--- config.mk ---
export PLATFORM = sky130hd
export DESIGN_NAME = product_accum_32
export DESIGN_NICKNAME = d
export VERILOG_FILES = /design/src/rtl/product_accum_32.sv
export SDC_FILE = /design/constraint.sdc
export NUM_CORES = 1
export LEC_CHECK = 0
export ABC_AREA = 1
export ABC_CLOCK_PERIOD_IN_PS = 3200
export CAP_MARGIN = 20
export CORE_MARGIN = 5
export CORE_UTILIZATION = 51
export CTS_CLUSTER_SIZE = 28
export DETAILED_ROUTE_END_ITERATION = 10
export GPL_TIMING_DRIVEN = 1
export PLACE_DENSITY = 0.78
export RECOVER_POWER = 100
export REMOVE_ABC_BUFFERS = 1
export SLEW_MARGIN = 5
export SYNTH_ARGS = -nofsm -noshare
export SYNTH_HDL_FRONTEND = slang
export SYNTH_SLANG_ARGS = --single-unit
--- constraint.sdc ---
create_clock -name clk -period 3.2 [get_ports clk]
set_clock_uncertainty 0.2 [all_clocks]
set_input_delay 0.48 -clock clk [delete_from_list [all_inputs] [get_ports clk]]
set_output_delay 0.48 -clock clk [all_outputs]
set_load 0.05 [all_outputs]
--- src/rtl/product_accum_32.sv ---
// Frame accumulator for 32-bit multiplier products with a valid/ready result port.
// Optional PRODUCT_ACCUM_SAT_EN clamps the accumulator on overflow instead of wrapping.
module product_accum_32 #(
  parameter int ACC_W = 40,
  parameter int CNT_W = 8
) (
  input  logic             clk,
  input  logic             rst,
  input  logic             in_valid,
  output logic             in_ready,
  input  logic [31:0]      in_product,
  input  logic             in_last,
  output logic             out_valid,
  input  logic             out_ready,
  output logic [ACC_W-1:0] out_sum,
  output logic [CNT_W-1:0] out_count,
  output logic             out_ovf
);

  localparam logic [0:0] ST_ACCUM = 1'b0;
  localparam logic [0:0] ST_HOLD  = 1'b1;

  logic [0:0]       state;
  logic [ACC_W-1:0] acc;
  logic [CNT_W-1:0] cnt;
  logic             ovf;

  logic             beat;
  logic [ACC_W:0]   sum_ext;
  logic             carry;
  logic [ACC_W-1:0] sum_next;
  logic [CNT_W-1:0] cnt_next;
  logic             ovf_next;

  // In HOLD a new beat may only enter in the same cycle the pending result leaves.
  assign in_ready  = (state == ST_ACCUM) | out_ready;
  assign out_valid = (state == ST_HOLD);
  assign beat      = in_valid & in_ready;

  always_comb begin
    sum_ext = {1'b0, acc} + {{(ACC_W + 1 - 32){1'b0}}, in_product};
    carry   = sum_ext[ACC_W];
`ifdef PRODUCT_ACCUM_SAT_EN
    sum_next = carry ? '1 : sum_ext[ACC_W-1:0];
`else
    sum_next = sum_ext[ACC_W-1:0];
`endif
    cnt_next = (&cnt) ? cnt : cnt + CNT_W'(1);
    ovf_next = ovf | carry;
  end

  always_ff @(posedge clk or posedge rst) begin
    if (rst) begin
      state     <= ST_ACCUM;
      acc       <= '0;
      cnt       <= '0;
      ovf       <= 1'b0;
      out_sum   <= '0;
      out_count <= '0;
      out_ovf   <= 1'b0;
    end else if (beat) begin
      if (in_last) begin
        out_sum   <= sum_next;
        out_count <= cnt_next;
        out_ovf   <= ovf_next;
        acc       <= '0;
        cnt       <= '0;
        ovf       <= 1'b0;
        state     <= ST_HOLD;
      end else begin
        acc   <= sum_next;
        cnt   <= cnt_next;
        ovf   <= ovf_next;
        state <= ST_ACCUM;
      end
    end else if (out_valid && out_ready) begin
      state <= ST_ACCUM;
    end
  end

endmodule
Word level (Yosys, flattened, before mapping)

Cells that the tools add are included.

Multipliers: 0
Eq/ne operators: 0
Divide/modulo/power cells: 0
Muxes and demuxes: 7
Shifts and indexed selects: 0
Bitwise gates (word level): 4
$lt $le $gt $ge: 0
$add $sub $neg: 2
Reductions and logical operators: 4

Operator list:

| cell                                                           | number |
|---|---|
| 40-bit by 32-bit adder with 41-bit output                      | 1 |
| 40-bit 2-to-1 mux                                              | 1 |
| 8-bit 2-to-1 mux                                               | 2 |
| 8-bit by 1-bit adder with 8-bit output (second input constant) | 1 |
| 8-bit AND reduction                                            | 1 |
| 1-bit 2-to-1 mux                                               | 4 |
| 1-bit bitwise OR                                               | 2 |
| 2-bit AND reduction                                            | 1 |
| 2-bit nonzero test                                             | 1 |
| 1-bit AND                                                      | 1 |
| 1-bit logical AND                                              | 1 |
| 1-bit inverter                                                 | 1 |

Input bits: 37
Bits in read-only memories: 0
Memories: 0
Output and inout bits: 51
Latch bits: 0
RAM bits: 0
Bits in registers: 99
Logic and storage cells: 24

Depth between registers and ports, before layout

Gate-level depths: netlist of the first run.

Depth after elaboration: 4
Depth in mapped cells: 16
Mapped depth without buffers: 16

Least setup slack after synthesis of the first run

No wires, ideal clock.

Path kind: reg-to-reg
From: register state, in the netlist out_valid
To: register state, in the netlist out_valid
Buffers on the path: 2
Stages on the path, launching flop included: 8
Clock period less this slack: 2.302 ns
Data required time: 2.860 ns
Arrival: 1.963 ns
Setup time: 0.140 ns
Slack: 0.898 ns
Path through: dfrtp_1 -> nand2_1 -> nand2_1 -> inv_2 -> nand2_2 -> buf_2 -> buf_2 -> nand2_1

Word-level cells in the longest chain between the ends: 4
Elaborated cells on any way between the ends: 6
Those cells by class: 1 x mux; 3 x bitwise; 2 x reduce/logical

Ends and longest elaborated chain:

| element                                                | RTL line | source |
|---|---|---|
| start, declared                                        | 23       | `logic [0:0] state;` |
| start signal, assigned                                 | 54       | `state <= ST_ACCUM;` |
| start signal, assigned                                 | 69       | `state <= ST_HOLD;` |
| start signal, assigned                                 | 74       | `state <= ST_ACCUM;` |
| 1-bit inverter (*)                                     | 36       | `assign in_ready = (state == ST_ACCUM) \| out_ready;` |
| 1-bit bitwise OR (*)                                   | 36       |  |
| via in_ready                                           | 10       | `output logic in_ready,` |
| 1-bit AND (*)                                          | 38       | `assign beat = in_valid & in_ready;` |
| 1-bit 2-to-1 mux or 2-bit nonzero test (tied branches) | n/a      |  |

The timed path passes the listed nets; every way through them passes the cells marked *.
A chain may end at the register's enable or synchronous reset.

Worst setup path in the final report of the first run

From: input port in_product[0]
To: register out_ovf

Word-level cells in the longest chain between the ends: 2

Ends and longest elaborated chain:

| element                                   | RTL line | source |
|---|---|---|
| start, declared                           | 11       | `input logic [31:0] in_product,` |
| 40-bit by 32-bit adder with 41-bit output | 41       | `sum_ext = {1'b0, acc} + {{(ACC_W + 1 - 32){1'b0}}, in_product};` |
| 1-bit bitwise OR                          | 49       | `ovf_next = ovf \| carry;` |
| end signal, assigned                      | 65       | `out_ovf <= ovf_next;` |
| end, declared                             | 17       | `output logic out_ovf` |

Every way passes these cells.

==> insert_results.sql, run 1 <==
INSERT INTO impl_metrics (metric_group, metric, value, unit) VALUES
('status', 'run_status', 'finished, final reports clean', ''),
('power_and_ir_drop', 'power.share.clock', '17.6', '%'),
('power_and_ir_drop', 'pwr-share-seq', '28.5', '%'),
('setup_path', 'worst_path_cell_trace', 'dlygate4sd3_1 > ha_1 > inv_1 > fa_1 > inv_1 > nand3_1 > nand3_1 > nand2_1 > nand2_1 > nand2_1 > nand2_1 > nand2_1 > nand2_1 > nand2_1 > nand2_1 > nand2_1 > nand2_1', ''),
('clocking', 'cts.sink_count', '99', ''),
('route', 'post_drt_wl_per_cell', '13.5', 'µm'),
('power_and_ir_drop', 'cellInternalPower', '3.40', 'mW'),
('grt', 'grt_pass1_vias', '6122', ''),
('power_and_ir_drop', 'total_power', '6.42', 'mW'),
('yosys', 'post_synth_inst_count', '972', ''),
('finish', 'finish.cell_count_without_fillers', '1236', ''),
('setup_path', 'critical_path_required', '3.29', 'ns'),
('power_and_ir_drop', 'switching_power', '3.03', 'mW'),
('setup_path', 'slowest_stage', 'sky130_fd_sc_hd__dlygate4sd3_1', ''),
('floorplanning', 'die-area', '15200', 'µm²'),
('floorplanning', 'floorplan.io_pins', '88', ''),
('yosys', 'fraction_of_synthesis_flops_using_an_asynchronous_set_or_reset_pin', '100', '%'),
('setup_path', 'worst_setup_path_end_kind', 'flip-flop', ''),
('place', 'numPortBuffers', '87', ''),
('setup_path', 'critical_path_arrival', '2.81', 'ns'),
('yosys', 'synth.ff_latch_count', '99', ''),
('timing', 'min_period', '2.72', 'ns'),
('setup_path', 'critPathTopFamily', 'simple AND/OR/NAND/NOR gates', ''),
('timing', 'setup_viol', '0', ''),
('route', 'ant_nets', '0', ''),
('yosys', 'synth_top_cell_by_area', 'sky130_fd_sc_hd__dfrtp_1', ''),
('power_and_ir_drop', 'power_frac_comb', '53.9', '%'),
('grt', 'grt_start_max_net_pins', '100', ''),
('power_and_ir_drop', 'leakage', '4.22', 'nW'),
('place', 'dp_hpwl', '12900', 'µm'),
('yosys', 'post_synth_main_area_contributors', 'sky130_fd_sc_hd__dfrtp_1, sky130_fd_sc_hd__nand2_1, sky130_fd_sc_hd__inv_1', ''),
('setup_path', 'critPathMaxFanout', '3', ''),
('floorplanning', 'placeableCoreArea', '12600', 'µm²'),
('floorplanning', 'floorplan.die.width', '123', 'µm'),
('timing', 'timing.final.hold_violations', '0', ''),
('clocking', 'cts_htree_levels', '3', ''),
('yosys', 'synth-main-ff-cell', 'sky130_fd_sc_hd__dfrtp_1', ''),
('place', 'placed_area', '7640', 'µm²'),
('yosys', 'synth_edf_count', '0', ''),
('setup_path', 'crit_path_frequent_cell', 'sky130_fd_sc_hd__nand2_1', ''),
('floorplanning', 'initial_core_utilization', '52.1', '%'),
('finish', 'final_layout_size_suffix_gt1_share', '3.67', '%'),
('route', 'detail_route.wirelength', '16700', 'µm'),
('finish', 'nNetsFinal', '1130', ''),
('yosys', 'syn_area', '6570', 'µm²'),
('timing', 'min_period_over_period', '85.1', '%'),
('floorplanning', 'die_h', '123', 'µm'),
('timing', 'finalMaxSlewViolations', '0', ''),
('floorplanning', 'rows', '41', ''),
('route', 'drtPass1Iterations', '8', ''),
('route', 'drc', '0', ''),
('timing', 'maxClockFrequency', '0.367', 'GHz'),
('timing', 'finalWorstSetupSlack', '0.476', 'ns'),
('place', 'dpl_worst_slack', '0.235', 'ns'),
('yosys', 'yosysTopAreaCellShare', '37.7', '%'),
('finish', 'antennaDiodeCount', '0', ''),
('timing', 'rsz0062_at_grt', 'false', ''),
('finish', 'post-route-cell-area', '7900', 'µm²'),
('setup_path', 'critical_path.startpoint_type', 'input port', ''),
('grt', 'antenna_found_initial', '0', ''),
('grt', 'grt.overflow.total', '0', ''),
('yosys', 'syn-mean-instance-area', '6.76', 'µm²'),
('power_and_ir_drop', 'power_density', '814', 'nW/µm²'),
('clocking', 'clk_pin_slew', '0.06', 'ns'),
('grt', 'grt_first_pass_wirelength', '28300', 'µm'),
('worst_hold_path', 'min_path_type', 'reg -> reg', ''),
('clocking', 'post_cts.repair.setup_buffers', '0', ''),
('clocking', 'tritoncts_clock_tree', 'yes', ''),
('clocking', 'worstSkewPairLatency', '0.35', 'ns'),
('grt', 'groute.usage.overall', '23.5', '%'),
('finish', 'areaGrowthSynthToFinish', '20.2', '%');
-- path summary, 6_finish.rpt --
check | slack [ns] | from | cells past startpoint | endpoint
max | 0.48 | in_product[0] | 17 | out_ovf
min reg2reg | 0.27 | out_sum[39] | 2 | out_sum[39]
min in group asynchronous | 0.89 | rst | 3 | out_count[0]
max reg2reg | 0.78 | acc[0] | 16 | out_ovf
min | 0.27 | out_sum[39] | 2 | out_sum[39]
max in group asynchronous | 1.11 | rst | 3 | acc[5]
-- sequential cells by signal (all words and copies together) (netlist names) --
signal and count:
acc 40, cnt 8, ovf 1, out_valid 1, out_sum 40, out_count 8, out_ovf 1
-- metal layers --
layer | share of wire [%] | GRT usage, % | wire length, µm
met5 | 0 | 0 | 0
met4 | 2.2 | 7.20 | 364
met3 | 4.1 | 4.39 | 692
met2 | 50 | 42.2 | 8400
met1 | 43 | 28.5 | 7280
-- synth_stat cells, types with 7 or more instances --
cell type and n:
sky130_fd_sc_hd__o22ai_1 7, sky130_fd_sc_hd__inv_1 143, sky130_fd_sc_hd__clkbuf_1 10, sky130_fd_sc_hd__a21oi_1 25
sky130_fd_sc_hd__o21ai_0 49, sky130_fd_sc_hd__dfrtp_1 99, sky130_fd_sc_hd__nand3_1 68, sky130_fd_sc_hd__buf_2 8
sky130_fd_sc_hd__nor3_1 11, sky130_fd_sc_hd__nor2_1 70, sky130_fd_sc_hd__ha_1 33, sky130_fd_sc_hd__nand2_2 12
sky130_fd_sc_hd__nand3b_1 11, sky130_fd_sc_hd__xnor2_1 14, sky130_fd_sc_hd__nand3_2 7, sky130_fd_sc_hd__nand2_1 372
sky130_fd_sc_hd__o21ai_1 7
-- power by group through the flow --
stage / combinational, mW / clock (mW) / sequential [mW]
finish: 3.47 / 1.13 / 1.83
global placement: 3.54 / 0 / 1.84
global route: 3.84 / 1.21 / 1.88
detailed placement: 3.57 / 0 / 1.86
floorplan: 1.86 / 0 / 2.53
CTS: 3.59 / 1.15 / 1.84
-- cell usage in the layout, fill, tap and decap left out, drive strengths merged, types with 5 or more instances in the layout --
cell	n
inv	143
nand3	75
nand3b	11
xnor2	14
nor2	78
ha	33
a21oi	25
buf	5
nand2	384
clkdlybuf4s50	31
dlygate4sd3	56
xor2	6
o21ai	56
o22ai	7
clkbuf	17
nor3	12
dfrtp	99
-- worst register-to-register path, stage by stage, from the launching register on --
cell and delay, ns:
sky130_fd_sc_hd__dfrtp_1 0.35, sky130_fd_sc_hd__ha_1 0.21, sky130_fd_sc_hd__inv_1 0.07, sky130_fd_sc_hd__fa_1 0.40, sky130_fd_sc_hd__inv_1 0.11, sky130_fd_sc_hd__nand3_1 0.07
sky130_fd_sc_hd__nand3_1 0.14, sky130_fd_sc_hd__nand2_1 0.07, sky130_fd_sc_hd__nand2_1 0.11, sky130_fd_sc_hd__nand2_1 0.07, sky130_fd_sc_hd__nand2_1 0.15, sky130_fd_sc_hd__nand2_1 0.09
sky130_fd_sc_hd__nand2_1 0.10, sky130_fd_sc_hd__nand2_1 0.07, sky130_fd_sc_hd__nand2_1 0.07, sky130_fd_sc_hd__nand2_1 0.04, sky130_fd_sc_hd__nand2_1 0.06
-- final cells by class --
type,instances,area [µm²]
clock buffers,15,278
well taps,172,215
multi-input cells,711,3430
fillers,1170,4720
flip-flops and latches,99,2480
repair buffers,94,921
clock inverters,1,30.0
inverters,144,542
-- cell families after synthesis --
kind of cell / count (synthesis) / synth area share, %
xor gates and xnor gates: 20 / 2.67
and+or+nand+nor: 566 / 36.4
DFF: 99 / 37.7
AOI/OAI and AO/OA: 91 / 7.24
adders and majority gates: 34 / 6.59
buffers and inverters: 162 / 9.41
-- through the flow --
| stage | hold slack (ns) | util, % | setup TNS (ns) |
|---|---|---|---|
| floorplan | 0.253 | - | -34.49 |
| global placement | 0.265 | 60.6 | 0 |
| detailed placement | 0.264 | 60.6 | 0 |
| CTS | 0.282 | 63.0 | 0 |
| global route | 0.302 | 62.6 | 0 |
| finish | 0.274 | 62.6 | 0 |
(Power assumes the default switching activity.)
==> run 2, diff against run 1 <==
Settings changed: CORE_MARGIN 5 to 8.
==> run 2 against run 1 <==
  * Worst hold slack improved by 0.0012 ns
  * Non-clock buffer count unchanged
  * Total power is 1.2% higher
  * Die area grew 10%
  * First-iteration DRC count is 2.1% lower
  * Sequential share of layout area shrank 0.055 points
  * Combinational power about the same
  * Setup slack improved by 0.032 ns
  * Design area up 0.17%
  * Register-to-register slack got worse by 0.04 ns
  * Clock-buffer cell count is 5 lower
  * Critical path depth shrank 4
  * Highest routed layer unchanged
==> insert_results.sql, run 2 (same netlist as run 1, synthesis figures left out) <==
INSERT INTO impl_metrics (metric_group, metric, value, unit) VALUES
('timing', 'min_period_over_period', '84.1', '%'),
('route', 'drc', '0', ''),
('route', 'drtPass1Iterations', '5', ''),
('setup_path', 'critical_path.startpoint_type', 'input port', ''),
('place', 'placed_area', '7660', 'µm²'),
('power_and_ir_drop', 'power_density', '822', 'nW/µm²'),
('finish', 'layout.core_utilization', '62.7', '%'),
('setup_path', 'worst_path_cell_trace', 'dlygate4sd3_1 > ha_1 > nand2_1 > nor2_1 > nand2_1 > nor2_1 > nand2_1 > nand3_1 > nand2_1 > nand2_1 > nand2_1 > nand3_1 > nand2_1', ''),
('job', 'drv.max_cap_violation_count', '0', ''),
('place', 'dpl_worst_slack', '0.235', 'ns'),
('worst_hold_path', 'worstHoldPathCells', '2', ''),
('grt', 'grt.overflow.total', '0', ''),
('finish', 'mostFrequentLayoutCells', 'sky130_fd_sc_hd__nand2_1, sky130_fd_sc_hd__inv_1, sky130_fd_sc_hd__dfrtp_1', ''),
('clocking', 'resized_gates_after_cts', '0', ''),
('place', 'gp_routability_congestion', '0.915', ''),
('setup_path', 'max_stage_delay', '0.56', 'ns'),
('floorplanning', 'floorplan.die.width', '129', 'µm'),
('setup_path', 'critical_path_class', 'in -> reg', ''),
('place', 'dp_cells', '1220', ''),
('timing', 'worst-slew-pin-transition', '1.11', 'ns'),
('setup_path', 'critPathMaxFanout', '5', ''),
('floorplanning', 'floorplan.io_pins', '88', ''),
('floorplanning', 'initial_core_utilization', '52.1', '%'),
('finish', 'finish.cell_count_without_fillers', '1236', ''),
('timing', 'timing.final.hold_violations', '0', ''),
('setup_path', 'worst_r2r_path_depth', '12', ''),
('finish', 'antennaDiodeCount', '0', ''),
('finish', 'post-route-cell-area', '7910', 'µm²'),
('timing', 'maxSlewHeadroom', '25.7', '%'),
('grt', 'grt_first_pass_wirelength', '29100', 'µm'),
('timing', 'holdWs', '0.275', 'ns'),
('power_and_ir_drop', 'max-vdd-ir-drop', '401', 'µV'),
('clocking', 'post_cts.repair.setup_buffers', '0', ''),
('timing', 'timing.setup.tns', '0', 'ns'),
('place', 'numPortBuffers', '87', ''),
('status', 'run_status', 'finished, final reports clean', ''),
('clocking', 'cts.hold.buffers_added', '0', ''),
('setup_path', 'worst_setup_path_end_kind', 'flip-flop', ''),
('finish', 'areaGrowthSynthToFinish', '20.4', '%'),
('clocking', 'cts_root_buffer', 'sky130_fd_sc_hd__clkbuf_16', ''),
('place', 'dp_hpwl', '13500', 'µm'),
('clocking', 'cts_htree_levels', '3', ''),
('floorplanning', 'placeableCoreArea', '12600', 'µm²'),
('timing', 'min_period', '2.69', 'ns'),
('setup_path', 'critPathTopFamily', 'simple AND/OR/NAND/NOR gates', ''),
('route', 'post_drt_wl_per_cell', '14.2', 'µm'),
('timing', 'rsz0062_at_grt', 'false', ''),
('grt', 'antenna_found_initial', '0', ''),
('setup_path', 'critical_path_required', '3.25', 'ns'),
('route', 'ant_nets', '0', ''),
('grt', 'grt_pass1_vias', '6165', ''),
('setup_path', 'cp.buffers_inverters', '1', ''),
('finish', 'layout_commonest_cell', 'sky130_fd_sc_hd__nand2_1', ''),
('timing', 'maxClockFrequency', '0.371', 'GHz'),
('setup_path', 'slowest_stage', 'sky130_fd_sc_hd__dlygate4sd3_1', ''),
('grt', 'groute.usage.overall', '22.0', '%'),
('floorplanning', 'rows', '41', ''),
('setup_path', 'crit_path_frequent_cell', 'sky130_fd_sc_hd__nand2_1', ''),
('clocking', 'numCtsBuffers', '9', ''),
('finish', 'largest_registers', 'acc x40, out_sum x40', ''),
('timing', 'finalWorstSetupSlack', '0.507', 'ns'),
('clocking', 'cts.sink_count', '99', ''),
('grt', 'grt_start_max_net_pins', '66', ''),
('setup_path', 'worstSetupPathDepth', '13', ''),
('setup_path', 'critical_path_arrival', '2.74', 'ns'),
('timing', 'finalMaxSlewViolations', '0', ''),
('clocking', 'tritoncts_clock_tree', 'yes', ''),
('route', 'dr_total_vias', '6218', ''),
('power_and_ir_drop', 'leakage', '4.21', 'nW'),
('timing', 'setup_viol', '0', ''),
('floorplanning', 'die-area', '16800', 'µm²'),
('route', 'vias_per_cell', '5.03', ''),
('clocking', 'clk_pin_slew', '0.06', 'ns'),
('worst_hold_path', 'min_path_type', 'reg -> reg', ''),
('clocking', 'cts-root-to-sink-buffers', '2', ''),
('route', 'detail_route.wirelength', '17500', 'µm'),
('power_and_ir_drop', 'total_power', '6.50', 'mW'),
('clocking', 'worstSkewPairLatency', '0.36', 'ns'),
('finish', 'final_layout_size_suffix_gt1_share', '3.67', '%'),
('floorplanning', 'die_h', '129', 'µm'),
('route', 'initialDrtViolationCount', '376', ''),
('finish', 'nNetsFinal', '1130', '');
-- run 2: path summary, 6_finish.rpt --
check | startpoint | endpoint | slack [ns]
worst max-delay path | in_product[19] | acc[31] | 0.51
worst min-delay path | out_sum[26] | out_sum[26] | 0.28
worst max register to register | acc[8] | out_sum[26] | 0.74
worst min register to register | out_sum[26] | out_sum[26] | 0.28
max in group asynchronous | rst | out_sum[37] | 0.95
min in group asynchronous | rst | cnt[1] | 0.44
-- run 2: worst min-delay path: cells and delay by family, from the launching register on --
family        cells  cell delay [ns]
flops             1             0.34
simple gates      2             0.11
-- run 2: metal layers --
metal | GRT usage, % | wire length (µm)
met4 | 8.20 | 468
met2 | 39.2 | 8730
met3 | 4.85 | 743
met1 | 25.2 | 7570
met5 | 0 | 0
-- run 2: cell type report --
type                    count  area [µm²]
multi-input cells         711        3430
fillers                  1236        4710
well taps                 172         215
clock buffers              10         229
inverters                 144         542
flip-flops and latches     99        2480
clock inverters             6        88.8
repair buffers             94         930
-- run 2: power by group --
group | total [mW] | internal [mW] | switching (mW)
logic | 3.49 | 1.10 | 2.38
registers | 1.83 | 1.62 | 0.215
clock network | 1.18 | 0.687 | 0.496
==> run 3, diff against run 2 <==
Settings changed: ABC_CLOCK_PERIOD_IN_PS 3200 to 2300.
Clock period 3.2 ns to 2.3 ns, I/O delays scaled along.
==> run 3 against run 2 <==
  * Non-clock buffer count grew 82
  * Sequential power grew 42%
  * Via count grew 5.5%
  * Core utilization grew 7.6 points
  * Wire length grew 6.7%
  * Worst hold slack lost 0.0018 ns
  * Global-route usage grew 0.51 points
  * Combinational power grew 70%
  * Cell count grew 6.6%
  * Clock power grew 22%
  * Sequential cell count is the same
  * First-iteration DRC count shrank 5.3%
  * Highest routed layer unchanged
==> insert_results.sql, run 3 (same netlist as run 1, synthesis figures left out) <==
INSERT INTO impl_metrics (metric_group, metric, value, unit) VALUES
('status', 'run_status', 'finished, final reports clean', ''),
('finish', 'final_layout_size_suffix_gt1_share', '17.3', '%'),
('route', 'dr_total_vias', '6560', ''),
('timing', 'min_period_over_period', '97.3', '%'),
('floorplanning', 'initial_core_utilization', '52.1', '%'),
('route', 'detail_route.wirelength', '18700', 'µm'),
('route', 'post_drt_wl_per_cell', '14.2', 'µm'),
('finish', 'mostFrequentLayoutCells', 'sky130_fd_sc_hd__nand2_1, sky130_fd_sc_hd__inv_1, sky130_fd_sc_hd__dfrtp_1', ''),
('clocking', 'numCtsBuffers', '9', ''),
('timing', 'finalMaxSlewViolations', '0', ''),
('route', 'vias_per_cell', '4.98', ''),
('clocking', 'clk_pin_slew', '0.06', 'ns'),
('route', 'drtPass1Iterations', '4', ''),
('setup_path', 'worst_path_cell_trace', 'clkdlybuf4s50_1 > ha_1 > nand2_2 > inv_1 > a21oi_2 > nor2_1 > nor2_1 > nand2_4 > nand2_4 > nand3_1 > nand3_1 > nand2_1', ''),
('setup_path', 'max_stage_delay', '0.41', 'ns'),
('worst_hold_path', 'min_path_type', 'reg -> reg', ''),
('timing', 'rsz0062_at_grt', 'true', ''),
('timing', 'maxSlewHeadroom', '12.3', '%'),
('floorplanning', 'die_h', '129', 'µm'),
('place', 'dp_cells', '1300', ''),
('grt', 'antenna_found_initial', '0', ''),
('finish', 'antennaDiodeCount', '0', ''),
('setup_path', 'worst_setup_path_end_kind', 'flip-flop', ''),
('finish', 'nNetsFinal', '1212', ''),
('power_and_ir_drop', 'cellInternalPower', '5.31', 'mW'),
('timing', 'holdWs', '0.274', 'ns'),
('finish', 'largest_registers', 'acc x40, out_sum x40', ''),
('finish', 'areaGrowthSynthToFinish', '35.0', '%'),
('clocking', 'cts_root_buffer', 'sky130_fd_sc_hd__clkbuf_16', ''),
('route', 'ant_nets', '0', ''),
('place', 'gp_routability_congestion', '0.909', ''),
('setup_path', 'critical_path_class', 'in -> reg', ''),
('clocking', 'cts_htree_levels', '3', ''),
('finish', 'final.fill_count', '1087', ''),
('power_and_ir_drop', 'pwr-share-seq', '26.0', '%'),
('power_and_ir_drop', 'netSwitchingFraction', '46.8', '%'),
('timing', 'worst-slew-pin-transition', '1.32', 'ns'),
('timing', 'maxClockFrequency', '0.447', 'GHz'),
('clocking', 'cts.hold.buffers_added', '0', ''),
('setup_path', 'critPathMaxFanout', '4', ''),
('setup_path', 'critical_path_required', '2.35', 'ns'),
('setup_path', 'critical_path.startpoint_type', 'input port', ''),
('grt', 'grt.overflow.total', '0', ''),
('finish', 'post-route-cell-area', '8870', 'µm²'),
('clocking', 'tritoncts_clock_tree', 'yes', ''),
('timing', 'finalWorstSetupSlack', '0.0623', 'ns'),
('timing', 'min_period', '2.24', 'ns'),
('timing', 'setup_viol', '0', ''),
('floorplanning', 'floorplan.die.width', '129', 'µm'),
('clocking', 'worstSkewPairLatency', '0.36', 'ns'),
('job', 'drv.max_cap_violation_count', '0', ''),
('grt', 'grt_start_max_net_pins', '100', ''),
('route', 'drc', '0', ''),
('route', 'initialDrtViolationCount', '356', ''),
('setup_path', 'critical_path_arrival', '2.28', 'ns'),
('power_and_ir_drop', 'power_density', '1130', 'nW/µm²'),
('finish', 'finish.cell_count_without_fillers', '1318', ''),
('place', 'dp_hpwl', '14000', 'µm'),
('grt', 'grt_pass1_vias', '6527', ''),
('timing', 'timing.final.hold_violations', '0', ''),
('clocking', 'cts-root-to-sink-buffers', '2', ''),
('setup_path', 'slowest_stage', 'sky130_fd_sc_hd__clkdlybuf4s50_1', ''),
('power_and_ir_drop', 'max-vdd-ir-drop', '525', 'µV'),
('floorplanning', 'floorplan.io_pins', '88', ''),
('floorplanning', 'rows', '41', ''),
('grt', 'groute.usage.overall', '22.5', '%'),
('power_and_ir_drop', 'power.share.clock', '14.5', '%'),
('floorplanning', 'placeableCoreArea', '12600', 'µm²'),
('power_and_ir_drop', 'leakage', '4.67', 'nW'),
('power_and_ir_drop', 'power_frac_comb', '59.6', '%'),
('finish', 'layout_commonest_cell', 'sky130_fd_sc_hd__nand2_1', ''),
('timing', 'timing.setup.tns', '0', 'ns'),
('floorplanning', 'die-area', '16800', 'µm²'),
('power_and_ir_drop', 'switching_power', '4.67', 'mW'),
('place', 'dpl_worst_slack', '-0.419', 'ns'),
('place', 'numPortBuffers', '87', ''),
('grt', 'grt_first_pass_wirelength', '30000', 'µm'),
('place', 'placed_area', '8270', 'µm²'),
('clocking', 'cts.sink_count', '99', '');
==> run 3: critical path, delay by kind of cell <==
kind,cells,cell delay [ns]
buffers and inverters,2,0.48
adders and majority gates,1,0.36
AOI/OAI and AO/OA,1,0.20
and+or+nand+nor,8,0.90
==> run 3: what timing repair did <==
action,4_1_cts,5_1_grt
endpoints found under the setup margin,2,51
buffers inserted,0,2
pin swaps,0,7
gates resized for setup,2,70
==> run 3: power groups by stage <==
stage	combinational [mW]	clock [mW]	sequential (mW)
3_3_place_gp	5.57	0	2.57
5_1_grt	6.50	1.53	2.67
4_1_cts	5.67	1.47	2.56
3_5_place_dp	5.63	0	2.58
2_1_floorplan	2.58	0	3.52
6_report	5.95	1.44	2.59
==> run 3: cell type report <==
cell class | instances | area, µm² | share of cell area (%)
multi-input combinational | 711 | 3820 | 43.1
clock buffer | 10 | 239 | 2.70
tap | 172 | 215 | 2.43
timing repair buffer | 176 | 1530 | 17.3
sequential | 99 | 2480 | 27.9
inverter | 144 | 542 | 6.11
clock inverter | 6 | 41.3 | 0.466
==> run 3: worst paths after layout <==
check,startpoint,to,slack (ns),cells after the start
worst max-delay path,in_product[12],out_sum[26],0.06,12
worst min-delay path,out_sum[25],out_sum[25],0.27,2
worst max register to register,acc[12],out_sum[26],0.09,11
worst min register to register,out_sum[25],out_sum[25],0.27,2
max in group asynchronous,rst,out_sum[29],0.35,3
min in group asynchronous,rst,out_count[3],0.74,3
==> run 3: through the flow <==
step / power (mW) / utilization [%]
final: 9.99 / 70.3
after global routing: 10.7 / 70.3
after CTS: 9.70 / 67.8
after detailed placement: 8.21 / 65.5
after global placement: 8.14 / 65.5
after floorplan: 6.10 / -
==> run 3: routing by layer <==
layer | track usage (%) | routed length, µm
met1 | 25.6 | 7810
met2 | 41.1 | 9740
met3 | 4.31 | 653
met4 | 7.92 | 490
met5 | 0 | 0
